$ cat src/rtl/mem_arb_pkg.sv
// mem_arb_pkg: shared state and owner encodings for the memory port arbiter
package mem_arb_pkg;
  typedef enum logic [1:0] {IDLE, ISSUE, WAIT, RESP} state_t;
  typedef enum logic {OWN_IF, OWN_DM} owner_t;
endpackage

$ cat src/rtl/mem_arb_timer.sv
// mem_arb_timer: counts WAIT cycles from zero and flags the last allowed one
module mem_arb_timer #(
  parameter int TIMEOUT_CYCLES = 256
) (
  input  logic i_clk,
  input  logic i_reset,
  input  logic i_clear,
  input  logic i_enable,
  output logic o_expired
);
  localparam int W = TIMEOUT_CYCLES > 2 ? $clog2(TIMEOUT_CYCLES) : 1;
  logic [W-1:0] count;
  assign o_expired = count == W'(TIMEOUT_CYCLES - 1);
  always_ff @(posedge i_clk or posedge i_reset)
    if (i_reset) count <= '0;
    else count <= i_clear ? '0 : (i_enable && !o_expired) ? count + 1'b1 : count;
endmodule

$ cat src/rtl/mem_port_arbiter.sv
// mem_port_arbiter: single-outstanding fetch/data arbiter onto one memory port
module mem_port_arbiter
  import mem_arb_pkg::*;
#(
  parameter int DATA_WIDTH     = 32,
  parameter int ADDR_WIDTH     = 32,
  parameter int STARVE_LIMIT   = 4,
  parameter int TIMEOUT_CYCLES = 256
) (
  input  logic                    i_clk,
  input  logic                    i_reset,
  input  logic                    i_if_req,
  input  logic [ADDR_WIDTH-1:0]   i_if_addr,
  output logic [DATA_WIDTH-1:0]   o_if_rdata,
  output logic                    o_if_rvalid,
  input  logic                    i_dm_req,
  input  logic                    i_dm_we,
  input  logic [ADDR_WIDTH-1:0]   i_dm_addr,
  input  logic [DATA_WIDTH-1:0]   i_dm_wdata,
  input  logic [DATA_WIDTH/8-1:0] i_dm_wstrb,
  output logic [DATA_WIDTH-1:0]   o_dm_rdata,
  output logic                    o_dm_done,
  output logic                    o_if_stall,
  output logic                    o_dm_stall,
  output logic                    o_mem_valid,
  input  logic                    i_mem_ready,
  output logic                    o_mem_we,
  output logic [ADDR_WIDTH-1:0]   o_mem_addr,
  output logic [DATA_WIDTH-1:0]   o_mem_wdata,
  output logic [DATA_WIDTH/8-1:0] o_mem_wstrb,
  input  logic                    i_mem_rvalid,
  input  logic [DATA_WIDTH-1:0]   i_mem_rdata,
  output logic                    o_timeout_err
);
  localparam int SW = $clog2(STARVE_LIMIT + 1);
  state_t state, state_n;
  owner_t owner;
  logic [SW-1:0] starve;
  logic fetch_first, gnt_if, gnt_dm, expired, wait_done;
  assign fetch_first = starve == SW'(STARVE_LIMIT);
  assign gnt_if = i_if_req & (~i_dm_req | fetch_first);
  assign gnt_dm = i_dm_req & ~gnt_if;
  assign wait_done = i_mem_rvalid | expired;
  assign o_mem_valid = state == ISSUE;
  assign o_if_rvalid = state == RESP && owner == OWN_IF;
  assign o_dm_done = state == RESP && owner == OWN_DM;
  assign o_if_stall = i_if_req & ~o_if_rvalid;
  assign o_dm_stall = i_dm_req & ~o_dm_done;
  mem_arb_timer #(.TIMEOUT_CYCLES(TIMEOUT_CYCLES)) u_timer (
    .i_clk    (i_clk),
    .i_reset  (i_reset),
    .i_clear  (state != WAIT),
    .i_enable (state == WAIT),
    .o_expired(expired)
  );
  always_ff @(posedge i_clk or posedge i_reset)
    if (i_reset) state <= IDLE;
    else state <= state_n;
  always_comb begin
    state_n = state;
    case (state)
      IDLE:    state_n = (gnt_if | gnt_dm) ? ISSUE : IDLE;
      ISSUE:   state_n = i_mem_ready ? WAIT : ISSUE;
      WAIT:    state_n = wait_done ? RESP : WAIT;
      default: state_n = IDLE;
    endcase
  end
  // a timed-out transaction still completes, returning zero data
  always_ff @(posedge i_clk or posedge i_reset)
    if (i_reset) begin
      owner <= OWN_IF;
      starve <= '0;
      o_mem_we <= 1'b0;
      o_mem_addr <= '0;
      o_mem_wdata <= '0;
      o_mem_wstrb <= '0;
      o_if_rdata <= '0;
      o_dm_rdata <= '0;
      o_timeout_err <= 1'b0;
    end else begin
      if (state == IDLE && (gnt_if || gnt_dm)) begin
        owner <= gnt_dm ? OWN_DM : OWN_IF;
        starve <= gnt_if ? '0 : (i_if_req && !fetch_first) ? starve + 1'b1 : starve;
        o_mem_we <= gnt_dm & i_dm_we;
        o_mem_addr <= gnt_dm ? i_dm_addr : i_if_addr;
        o_mem_wdata <= gnt_dm ? i_dm_wdata : '0;
        o_mem_wstrb <= gnt_dm ? i_dm_wstrb : '0;
      end
      if (state == WAIT && wait_done) begin
        if (owner == OWN_DM) o_dm_rdata <= i_mem_rvalid ? i_mem_rdata : '0;
        else o_if_rdata <= i_mem_rvalid ? i_mem_rdata : '0;
        o_timeout_err <= o_timeout_err | ~i_mem_rvalid;
      end
    end
endmodule
$ cat config.mk
export PLATFORM = sky130hd
export DESIGN_NAME = mem_port_arbiter
export DESIGN_NICKNAME = d
export VERILOG_FILES = /design/src/rtl/mem_arb_pkg.sv /design/src/rtl/mem_arb_timer.sv /design/src/rtl/mem_port_arbiter.sv
export SDC_FILE = /design/constraint.sdc
export NUM_CORES = 1
export LEC_CHECK = 0
export ABC_AREA = 0
export CAP_MARGIN = 40
export CORE_ASPECT_RATIO = 0.75
export CORE_MARGIN = 8
export CORE_UTILIZATION = 39
export DETAILED_ROUTE_END_ITERATION = 7
export GPL_TIMING_DRIVEN = 0
export PLACE_DENSITY = 0.79
export SLEW_MARGIN = 20
export SYNTH_ARGS = -nofsm -noshare
export SYNTH_HDL_FRONTEND = slang
export SYNTH_SLANG_ARGS = --single-unit
$ cat constraint.sdc
create_clock -name i_clk -period 4.7 [get_ports i_clk]
set_input_delay 0.94 -clock i_clk [delete_from_list [all_inputs] [get_ports i_clk]]
set_output_delay 0.94 -clock i_clk [all_outputs]
set_load 0.1 [all_outputs]
Word level (Yosys, flattened, before mapping)
Index checks and enable logic that the tools add are counted.
Widths: inputs -> output; s select.

operators by class
  add/subtract/negate cells = 2
  bitwise logic cells = 15
  multiplexer cells = 13
  reductions and logical operators = 15
  equal/unequal tests = 6

operators with widths
  kind                 count
  $mux 32              3
  $mux 8               2
  $add 8x1->8 const B  1
  $eq 8x8->1 const B   1
  $logic_and 1x1->1    6
  $mux 3               2
  $not 1->1            6
  $pmux 2 s3           1
  $reduce_and 2->1     3
  $and 1x1->1          5
  $eq 2x2->1 const B   2
  $mux 4               1
  $or 1x1->1           4
  $reduce_bool 2->1    2
  $add 3x1->3 const B  1
  $eq 3x3->1 const B   1
  $mux 1               3
  $eq 2x1->1 const B   1
  $logic_not 1->1      2
  $logic_not 2->1      1
  $mux 2               1
  $ne 2x2->1 const B   1
  $logic_or 1x1->1     1

storage, ports and cells
  output and inout port bits = 139
  bits in registers = 148
  input port bits = 139
  word-level logic and storage cells = 62

Longest topological paths before layout
Gate-level depths: netlist of run 1.

  depth after elaboration = 8
  gate-level depth with buffers = 7

Modules after synthesis
Synthesis of run 1 repeated with hierarchy kept, for this count alone.

second synthesis, totals
  cell total of the unflattened synthesis = 575
  area total of the unflattened synthesis = 6882.9 µm²

modules (own cells, without submodules)
  module            cells each  seq. area each (µm²)  times used  area an instance (µm²)
  mem_port_arbiter  530         3503.4                1           6413.7
  mem_arb_timer     45          200.2                 1           469.2

Worst setup path after synthesis of run 1
No wires, ideal clock.

  kind = register to output
  start point = register state[1]
  end point = output o_dm_stall
  data arrival time = 2.832 ns
  path buffers = 1
  required time = 3.760 ns
  stages on the path, launching flop included = 5
  setup slack = 0.928 ns
  path through = dfrtp_1 > buf_2 > nand2_1 > nor2_1 > nor2_1

on the way
  longest elaborated chain between the ends = 4

ends and longest elaborated chain
  what                    RTL line                RTL
  from (decl)             mem_port_arbiter.sv:36  state_t state, state_n;
  from (signal assigned)  mem_port_arbiter.sv:58  else state <= state_n;
  $eq 2x2->1              mem_port_arbiter.sv:46  assign o_dm_done = state == RESP && owner == OWN_DM;
  $logic_and 1x1->1       mem_port_arbiter.sv:46
  named net o_dm_done     mem_port_arbiter.sv:22  output logic o_dm_done,
  $not 1->1               mem_port_arbiter.sv:48  assign o_dm_stall = i_dm_req & ~o_dm_done;
  $and 1x1->1             mem_port_arbiter.sv:48
  to (decl)               mem_port_arbiter.sv:24  output logic o_dm_stall,

The timed path passes the listed nets, and every way through them passes these cells.

Worst setup path in the final report of run 1
  start point = input i_dm_req
  end point = output o_dm_stall

on the way
  longest elaborated chain between the ends = 1

ends and longest elaborated chain
  what         RTL line                RTL
  from (decl)  mem_port_arbiter.sv:16  input logic i_dm_req,
  $and 1x1->1  mem_port_arbiter.sv:48

Every way passes these cells.

==> metrics.md, run 1 <==
| Metric | Value |
|---|---|
| Run status | `finished clean` |
| Worst r2r dst | `o_mem_wdata[11]` |
| Yosys reg bits | `148` |
| FMAX | `240 MHz` |
| Width of the die | `between 150 and 200 microns` |
| Cell Rows | `~40` |
| Die ar. | `0.0216 sq mm` |
| HPWL Detailed | `21,800 microns` |
| TNS Setup | `0 ns` |
| Period minus WS final | `around 4.2 ns` |
| Synth Flop Type | `dfrtp_1` |
| Final Hold Viols | `0` |
| Residual DRC | `0` |
| Synth Area in Compound Gates | `30.4%` |
| Crit share post-route | `roughly 89%` |
| Post-DR vias/cell | `5.65` |
| Post-synthesis adder-cell area fraction | `0.561%` |
| Syn Nets | `762` |
| Antenna violations before repair | `1` |
| Worst Tran Pin Value | `0.719 ns` |
| CTS buffer count | `17` |
| Routed length per instance | `22.1 microns` |
| Worst-path maximum fanout | `10` |
| Starting Density | `between 30 and 40%` |
| Synth Area in Simple Gates | `8.88%` |
| Synth cell types | `35` |
| CTS Root Cell | `clkbuf_16` |
| GP Congestion | `approximately 0.82` |
| Via count | `just over 7k` |
| Hold crit path type | `flip-flop to flip-flop` |
| Worst setup EP type | `primary output` |
| Layout cell share with drive strength beyond 1 | `between 10% and 20%` |
| Net count, final | `1,201` |
| Clock tree from TritonCTS | `built` |
| Clock Skew | `0.0112 ns` |
| Pin count of the biggest net entering global routing | `35` |
| Cell taking the most area after synthesis | `dfrtp_1` |
| Hold Path Depth | `2` |
| CP Launch Type | `input pin` |
| Mux cell area share after synthesis | `0%` |
| Cell area after synthesis | `0.00669 sq mm` |
| Max_cap viols | `0` |
| Synth-to-Final Area Change | `100%` |
| Tot GR Track Use | `26.3%` |
| Pins over their slew limit | `0` |
| Vias in the first global route | `7,861` |
| Worst-path clk slew | `0.06 ns` |
| Yosys warns | `0` |
| WS Path Type | `input pin to primary output` |
| Clock Latency Late Sink | `roughly 0.42 ns` |
| Worst R2R Setup Slack | `between 2 and 3 ns` |
| Met2 WL | `14,400 microns` |
| Number of H-tree levels | `4` |
| Syn_area_per_cell | `10.8 sq um` |
| Share of the synthesized area in the top cell type | `~55%` |
| Synth async-reset ratio | `100%` |
| Number of I/O pins | `278` |
| Unrepaired setup endpoints after global routing | `no` |
| Synth Instances | `620` |
| CTS Hold Bufs | `0` |
| I/O Buffers | `277` |
| Top layer in use | `met4` |
| Setup-failing EPs final | `0` |
| DR pass1 iterations | `5` |
| Post-synth EDFFs | `0` |
| Resized Gates After CTS | `0` |
| Die height | `between 100 and 150 microns` |
| Starting DRT DRC Count | `493` |
| Main combinational cell family by area after synthesis | `compound AO/OA/AOI/OAI gates` |
| Seq/Total Area, Yosys | `around 55%` |
| Crit path arrival time | `3.23 ns` |
| Slew margin rel. | `between 50% and 60%` |
| Hold Crit Start | `o_timeout_err` |
| Global-route wire length before repair | `between 40,000 and 50,000 microns` |
| Detailed Route WL | `28,500 microns` |
| Post-CTS setup buffer count | `0` |
| Reg-to-reg startpoint | `starve[0]` |
| Met3 WL post-DR | `2010 microns` |
| R2R depth | `6` |
| Core ar. | `0.0168 sq mm` |
| Final ANT Viol Nets | `0` |
| Clock tree buffer depth | `2` |
| Clock sinks | `148` |
| Xor-xnor portion of the synthesized cell area | `0%` |
| Top post-synthesis cells by area | `dfrtp_1 (55%), a22o_1 (8.4%), a21o_1 (7.2%)` |
| M1 wire length | `~11,000 microns` |
| Hold Path End | `o_timeout_err` |
| GRT overflow | `0` |
| Required time of the critical path | `3.76 ns` |
synthesized netlist by cell type, types with 2 or more instances:
cell       number
a211oi_1        3
a21o_1         64
a21oi_1        37
a22o_1         64
a31oi_1        36
and3_1          3
and4_1          3
buf_2          23
buf_6           3
clkbuf_1       37
dfrtp_1       148
ha_1            3
inv_1           7
nand2_1        10
nand3_1        73
nand4_1         2
nor2_1          3
nor2b_1         4
nor3_1          4
o21ai_0        39
o21ai_1         2
o2bb2ai_1      37
o31ai_1         2
or3b_1          2
cells in the final DEF (no fill, tap or decap), types with 2 or more instances in the layout:
cell type / count
a211oi_1: 3
a21o_1: 64
a21oi_1: 37
a22o_1: 64
a31oi_1: 36
and3_1: 3
and4_1: 3
buf_12: 4
buf_16: 72
buf_2: 23
buf_6: 3
buf_8: 67
bufinv_16: 2
clkbuf_1: 38
clkbuf_16: 17
clkdlybuf4s50_1: 277
clkinv_2: 3
clkinv_4: 2
clkinvlp_4: 5
dfrtp_1: 148
ha_1: 3
inv_1: 6
nand2_1: 10
nand3_1: 73
nand4_1: 2
nor2_1: 3
nor2b_1: 4
nor3_1: 4
o21ai_0: 39
o21ai_1: 2
o2bb2ai_1: 37
o31ai_1: 2
or3b_1: 2
routing by layer:
| metal | vias up | global-route usage [%] |
|---|---|---|
| met5 | - | 0 |
| met4 | 0 | 9.79 |
| met3 | 60 | 6.99 |
| met2 | 342 | 46.1 |
| met1 | 3633 | 31.0 |
| li1 | 3237 | - |
layout make-up:
cell class / instances / area [sq um]
diodes: 1 / 2.50
clock buffers: 19 / 443
clock inverters: 12 / 131
plain buffers: 64 / 295
inverters: 7 / 30.0
repair buffers: 420 / 5840
multi-input cells: 401 / 2670
flip-flops and latches: 148 / 3700
well taps: 215 / 269
fillers: 922 / 3440
kinds of logic (layout without fill, tap and decap cells):
logic type	count (synthesis)	after routing
AOI/OAI and AO/OA	286	286
buffers and inverters	71	522
DFF	148	148
and+or+nand+nor	112	112
adders and majority gates	3	3
other	0	1
worst max-delay path, cell delays in order:
cell and delay (ns):
clkdlybuf4s50_1 0.47, clkbuf_1 0.36, inv_1 0.25, clkbuf_1 0.26, nor2_1 0.18, clkdlybuf4s50_1 0.55
buf_8 0.21
registers in the layout (all words and copies together), names as in the netlist:
signal	count
o_mem_wstrb	4
o_if_rdata	32
o_mem_wdata	32
o_timeout_err	1
starve	3
o_mem_we	1
u_timer.count	8
owner	1
o_dm_rdata	32
o_mem_addr	32
state	2
through the flow:
step	hold slack, ns	area [sq um]	worst slack (ns)	util, %	cells
3_3_place_gp	0.457	9740	0.219	57.9	1112
5_1_grt	0.513	13400	0.367	79.5	1287
3_5_place_dp	0.463	12800	0.566	76.1	1255
6_report	0.475	13400	0.533	79.5	1287
2_1_floorplan	0.471	6700	0.928	-	620
4_1_cts	0.477	13400	0.564	79.5	1286
worst max path at each step:
| stage | from | to | slack [ns] |
|---|---|---|---|
| 2_1_floorplan | state[1] | o_dm_stall | 0.93 |
| 3_3_place_gp | i_dm_req | o_dm_stall | 0.22 |
| 3_5_place_dp | i_dm_req | o_dm_stall | 0.57 |
| 4_1_cts | i_dm_req | o_dm_stall | 0.56 |
| 5_1_grt | i_dm_req | o_dm_stall | 0.37 |
| 6_report | i_dm_req | o_dm_stall | 0.53 |
Power of run 1 is left out: the tool's default activity adds up to more than one toggle a clock period on the data nets, which glitch-free logic cannot reach.
==> run 2: changes to the inputs <==
==> constraint.sdc (replaced) <==
create_clock -name i_clk -period 4.7 [get_ports i_clk]
set_input_delay 0.94 -clock i_clk [delete_from_list [all_inputs] [get_ports i_clk]]
set_output_delay 0.94 -clock i_clk [all_outputs]
set_load 0.05 [all_outputs]
==> run 2 against run 1 <==
Core utilization fell by 18 points. Clock skew rose by 0.0013 ns. Global-route usage fell by 5.7 points. Critical path type unchanged.
==> metrics.md, run 2 (synthesis results as in run 1) <==
| Metric | Value |
|---|---|
| Run status | `finished clean` |
| Commonest non-fill, non-tap cell in the layout | `clkdlybuf4s50_1` |
| Layout cell share with drive strength beyond 1 | `between 6 and 7%` |
| Net count, final | `approximately 1.1k` |
| I/O Buffers | `277` |
| Cell Rows | `41` |
| Setup WS pre-CTS | `between 0.5 and 0.6 ns` |
| Hold Crit Start | `o_timeout_err` |
| CP Buf/Inv Count | `5` |
| Setup-failing EPs final | `0` |
| Core ar. | `~0.017 sq mm` |
| PD cells | `750 mW/mm^2` |
| Antenna violations before repair | `0` |
| Final ANT Viol Nets | `0` |
| Starting Density | `between 30 and 40%` |
| Clock tree from TritonCTS | `built` |
| Die ar. | `0.0216 sq mm` |
| Post-CTS setup buffer count | `0` |
| Final instance area | `0.0104 sq mm` |
| Global-route wire length before repair | `35,900 microns` |
| Clock sinks | `148` |
| Die height | `129 microns` |
| Post-DR vias/cell | `5.60` |
| Starting DRT DRC Count | `roughly 440` |
| CP startpoint | `i_dm_req` |
| Crit share post-route | `88.6%` |
| Routed length per instance | `between 20 and 25 microns` |
| CTS Hold Bufs | `0` |
| Crit path largest cell delay | `between 0.8 and 0.9 ns` |
| Vias in the first global route | `roughly 6.4k` |
| Fin Hold WS | `0.477 ns` |
| Number of I/O pins | `278` |
| CP cell instances | `clkdlybuf4s50_1 -> clkbuf_1 -> inv_1 -> clkbuf_1 -> nor2_1 -> clkdlybuf4s50_1` |
| Dpl cell area | `~0.0098 sq mm` |
| Slew margin rel. | `52.8%` |
| TNS Setup | `0 ns` |
| Via count | `6,426` |
| Unrepaired setup endpoints after global routing | `no` |
| Resized Gates After CTS | `0` |
| Worst Tran Pin Value | `0.707 ns` |
| Pin count of the biggest net entering global routing | `35` |
| Setup ws final | `0.538 ns` |
| Worst-path clk slew | `0.06 ns` |
| GP Congestion | `0.821` |
| Worst-path maximum fanout | `10` |
| GRT overflow | `0` |
| Tot GR Track Use | `20.6%` |
| Width of the die | `167 microns` |
| Pins over their slew limit | `0` |
| Synth-to-Final Area Change | `55.7%` |
| CTS buffer count | `17` |
| Crit-path slowest cell | `clkdlybuf4s50_1` |
| Max_cap viols | `0` |
| Clock Latency Late Sink | `between 0.4 and 0.5 ns` |
| Number of H-tree levels | `4` |
| WS Path Type | `input pin to primary output` |
| Total power | `0.00782 W` |
| CTS Root Cell | `clkbuf_16` |
| Period minus WS final | `approximately 4.2 ns` |
| Crit path arrival time | `3.22 ns` |
| FMAX | `240 MHz` |
| Commonest cells after routing, fill and taps aside | `clkdlybuf4s50_1 (277), dfrtp_1 (148), nand3_1 (73)` |
| Fill count | `1,419` |
| Residual DRC | `0` |
| Worst IR Drop VDD | `333 uV` |
| CP Launch Type | `input pin` |
| P_leak | `4.07 nW` |
| Clock Skew | `0.0124 ns` |
| Detailed Route WL | `23,000 microns` |
| Final Hold Viols | `0` |
| Clock tree buffer depth | `2` |
| Required time of the critical path | `about 3.8 ns` |
| Worst setup EP type | `primary output` |
| DR pass1 iterations | `5` |
| Ant diodes | `0` |
| CP delay by family, top | `buffers and inverters` |
| Reg-to-reg startpoint | `starve[0]` |
| HPWL Detailed | `17,000 microns` |
| Hold crit path type | `flip-flop to flip-flop` |
==> run 2: per-layer routing <==
metal / share of wire (%) / wire, microns / track usage [%]
met5: 0 / 0 / 0
met3: 8.5 / 1950 / 7.44
met4: 0.83 / 191 / 3.82
met2: 46 / 10700 / 32.8
met1: 44 / 10200 / 27.0
==> run 2: final timing paths <==
path / endpoint / slack (ns) / cells past startpoint
min reg2reg: o_timeout_err / 0.48 / 2
max reg2reg: o_mem_wdata[27] / 2.63 / 6
max: o_dm_stall / 0.54 / 6
max in group asynchronous: o_mem_addr[24] / 2.89 / 4
min: o_timeout_err / 0.48 / 2
min in group asynchronous: o_mem_wstrb[1] / 0.99 / 2
==> run 2: layout make-up <==
type                       instances  area [sq um]  area share, %
sequential                       148          3700           35.5
multi-input combinational        401          2670           25.6
buffer                            64           295           2.83
timing repair buffer             281          2850           27.4
clock buffer                      21           480           4.61
tap                              215           269           2.58
inverter                           7          30.0          0.288
clock inverter                    11           124           1.19
==> run 2: tightest hold or removal path: stages (launching register included) <==
cell     delay, ns
dfrtp_1       0.35
inv_1         0.04
o31ai_1       0.05
==> run 2: where the power goes <==
group,total (W),switching (W),internal (W)
clock,0.00140,0.000555,0.000841
sequential,0.00211,0.000334,0.00177
combinational,0.00431,0.00275,0.00157
total,0.00782,0.00363,0.00418
==> run 2: metrics by stage <==
step | cells | util (%)
after global routing | 1148 | 61.9
after detailed placement | 1116 | 58.3
after floorplan | 620 | -
final | 1148 | 61.9
after CTS | 1148 | 61.9
after global placement | 1112 | 57.9
Power figures use the tool's default switching activity.
==> run 3: changes to the inputs <==
Settings changed: CORE_ASPECT_RATIO 0.75 to 0.7, HOLD_SLACK_MARGIN set to 0.03, SLEW_MARGIN 20 to not set.
==> run 3 against run 2 <==
Sequential share of layout area fell by 0.27 points. Non-clock buffer count did not move. Maximum frequency barely moved. Global-route usage rose by 0.49 points. Combinational power barely moved. Clock skew rose by 0.0014 ns. Largest power group unchanged.
==> metrics.md, run 3 (synthesis results as in run 1) <==
| Metric | Value |
|---|---|
| CTS Hold Bufs | `0` |
| Layout cell share with drive strength beyond 1 | `between 6 and 7%` |
| Detailed Route WL | `approximately 23,000 microns` |
| Clock group share of total power | `a little under a fifth` |
| GP Congestion | `about 0.84` |
| Routed length per instance | `between 15 and 20 microns` |
| Number of H-tree levels | `4` |
| Width of the die | `173 microns` |
| Pint | `0.00431 W` |
| Unrepaired setup endpoints after global routing | `no` |
| PD cells | `757 mW/mm^2` |
| Cell Rows | `40` |
| HPWL Detailed | `17,200 microns` |
| CP Launch Type | `input pin` |
| Commonest cells after routing, fill and taps aside | `clkdlybuf4s50_1 (277), dfrtp_1 (148), nand3_1 (73)` |
| Required time of the critical path | `3.76 ns` |
| Clock Latency Late Sink | `0.42 ns` |
| Pin count of the biggest net entering global routing | `38` |
| Tot GR Track Use | `21.1%` |
| Pins over their slew limit | `0` |
| Clock tree buffer depth | `2` |
| Final Util | `61.9%` |
| Logic gate share of total power | `a little over half` |
| Worst Tran Pin Value | `0.780 ns` |
| Starting DRT DRC Count | `462` |
| Starting Density | `39.4%` |
| Commonest non-fill, non-tap cell in the layout | `clkdlybuf4s50_1` |
| Sw frac | `45.7%` |
| Worst-path maximum fanout | `10` |
| Crit path arrival time | `3.22 ns` |
| Die ar. | `0.0217 sq mm` |
| WS Path Type | `input pin to primary output` |
| Final Hold Viols | `0` |
| P_leak | `4.09 nW` |
| Residual DRC | `0` |
| Setup-failing EPs final | `0` |
| Worst IR Drop VDD | `348 uV` |
| Period minus WS final | `approximately 4.2 ns` |
| Global-route wire length before repair | `37,100 microns` |
| Total power | `0.00795 W` |
| Via count | `6,367` |
| Final ANT Viol Nets | `0` |
| Resized Gates After CTS | `0` |
| Clock tree from TritonCTS | `built` |
| Setup WS pre-CTS | `0.528 ns` |
| DR pass1 iterations | `5` |
| TNS Setup | `0 ns` |
| Crit share post-route | `88.6%` |
| Setup ws final | `0.535 ns` |
| Die height | `126 microns` |
| FMAX | `~240 MHz` |
| CTS buffer count | `17` |
| Post-DR vias/cell | `5.47` |
| GRT overflow | `0` |
| Number of I/O pins | `278` |
| Synth-to-Final Area Change | `56.9%` |
| Worst-path clk slew | `0.06 ns` |
| CTS Root Cell | `clkbuf_16` |
| Hold crit path type | `flip-flop to flip-flop` |
| Clock Skew | `0.0139 ns` |
| Run status | `finished clean` |
| Post-CTS setup buffer count | `0` |
| Vias in the first global route | `between 6k and 7k` |
| Net count, final | `1,062` |
| Clock sinks | `148` |
| Slew margin rel. | `47.9%` |
| Antenna violations before repair | `0` |
| Max_cap viols | `0` |
| Seq pwr share | `26.5%` |
| Net Sw Power | `0.00364 W` |
| I/O Buffers | `277` |
| Ant diodes | `0` |
| Core ar. | `roughly 0.017 sq mm` |
| Worst setup EP type | `primary output` |
[run 3: cell types whose count changed in the layout (fill, tap and decap cells not counted), sizes merged]
cell,before,now
bufinv,2,5
inv,8,7
clkbuf,58,57
clkinv,4,2
[run 3: layer usage]
metal / wire length, microns / global-route usage, % / vias up / part of all wire (%)
li1: - / - / 2956 / -
met1: 10500 / 27.9 / 3143 / 45
met2: 10300 / 31.4 / 237 / 44
met3: 1980 / 8.39 / 31 / 8.5
met4: 393 / 5.92 / 0 / 1.7
met5: 0 / 0 / - / 0
[run 3: through the flow]
stage | cells | hold WS (ns) | cell area, sq um
6_report | 1163 | 0.462 | 10500
3_5_place_dp | 1132 | 0.454 | 9840
4_1_cts | 1163 | 0.468 | 10500
3_3_place_gp | 1128 | 0.457 | 9760
5_1_grt | 1163 | 0.503 | 10500
2_1_floorplan | 620 | 0.471 | 6700
[run 3: final timing paths]
check,from,endpoint,slack (ns),cells after the start
hold reg to reg,o_timeout_err,o_timeout_err,0.46,2
min in group asynchronous,i_reset,o_mem_addr[6],1.00,2
max in group asynchronous,i_reset,o_dm_rdata[3],2.83,4
setup / recovery,i_dm_req,o_dm_stall,0.54,6
setup reg to reg,starve[0],o_mem_wdata[28],2.63,6
hold / removal,o_timeout_err,o_timeout_err,0.46,2
[run 3: final cells by class]
class / count / area [sq um]
buffer: 64 / 295
clock buffer: 20 / 457
clock inverter: 11 / 199
fill: 1427 / 6470
inverter: 7 / 30.0
multi-input combinational: 401 / 2670
sequential: 148 / 3700
tap: 231 / 289
timing repair buffer: 281 / 2860
[run 3: power groups by stage]
stage	combinational, W	clock [W]	sequential [W]
floorplan	0.00118	0	0.00374
global placement	0.00430	0	0.00210
detailed placement	0.00434	0	0.00212
CTS	0.00435	0.00154	0.00211
global route	0.00454	0.00160	0.00218
finish	0.00433	0.00151	0.00211
[run 3: worst max-delay path, stage by stage]
cell,delay [ns]
clkdlybuf4s50_1,0.47
clkbuf_1,0.34
inv_1,0.24
clkbuf_1,0.27
nor2_1,0.15
clkdlybuf4s50_1,0.81
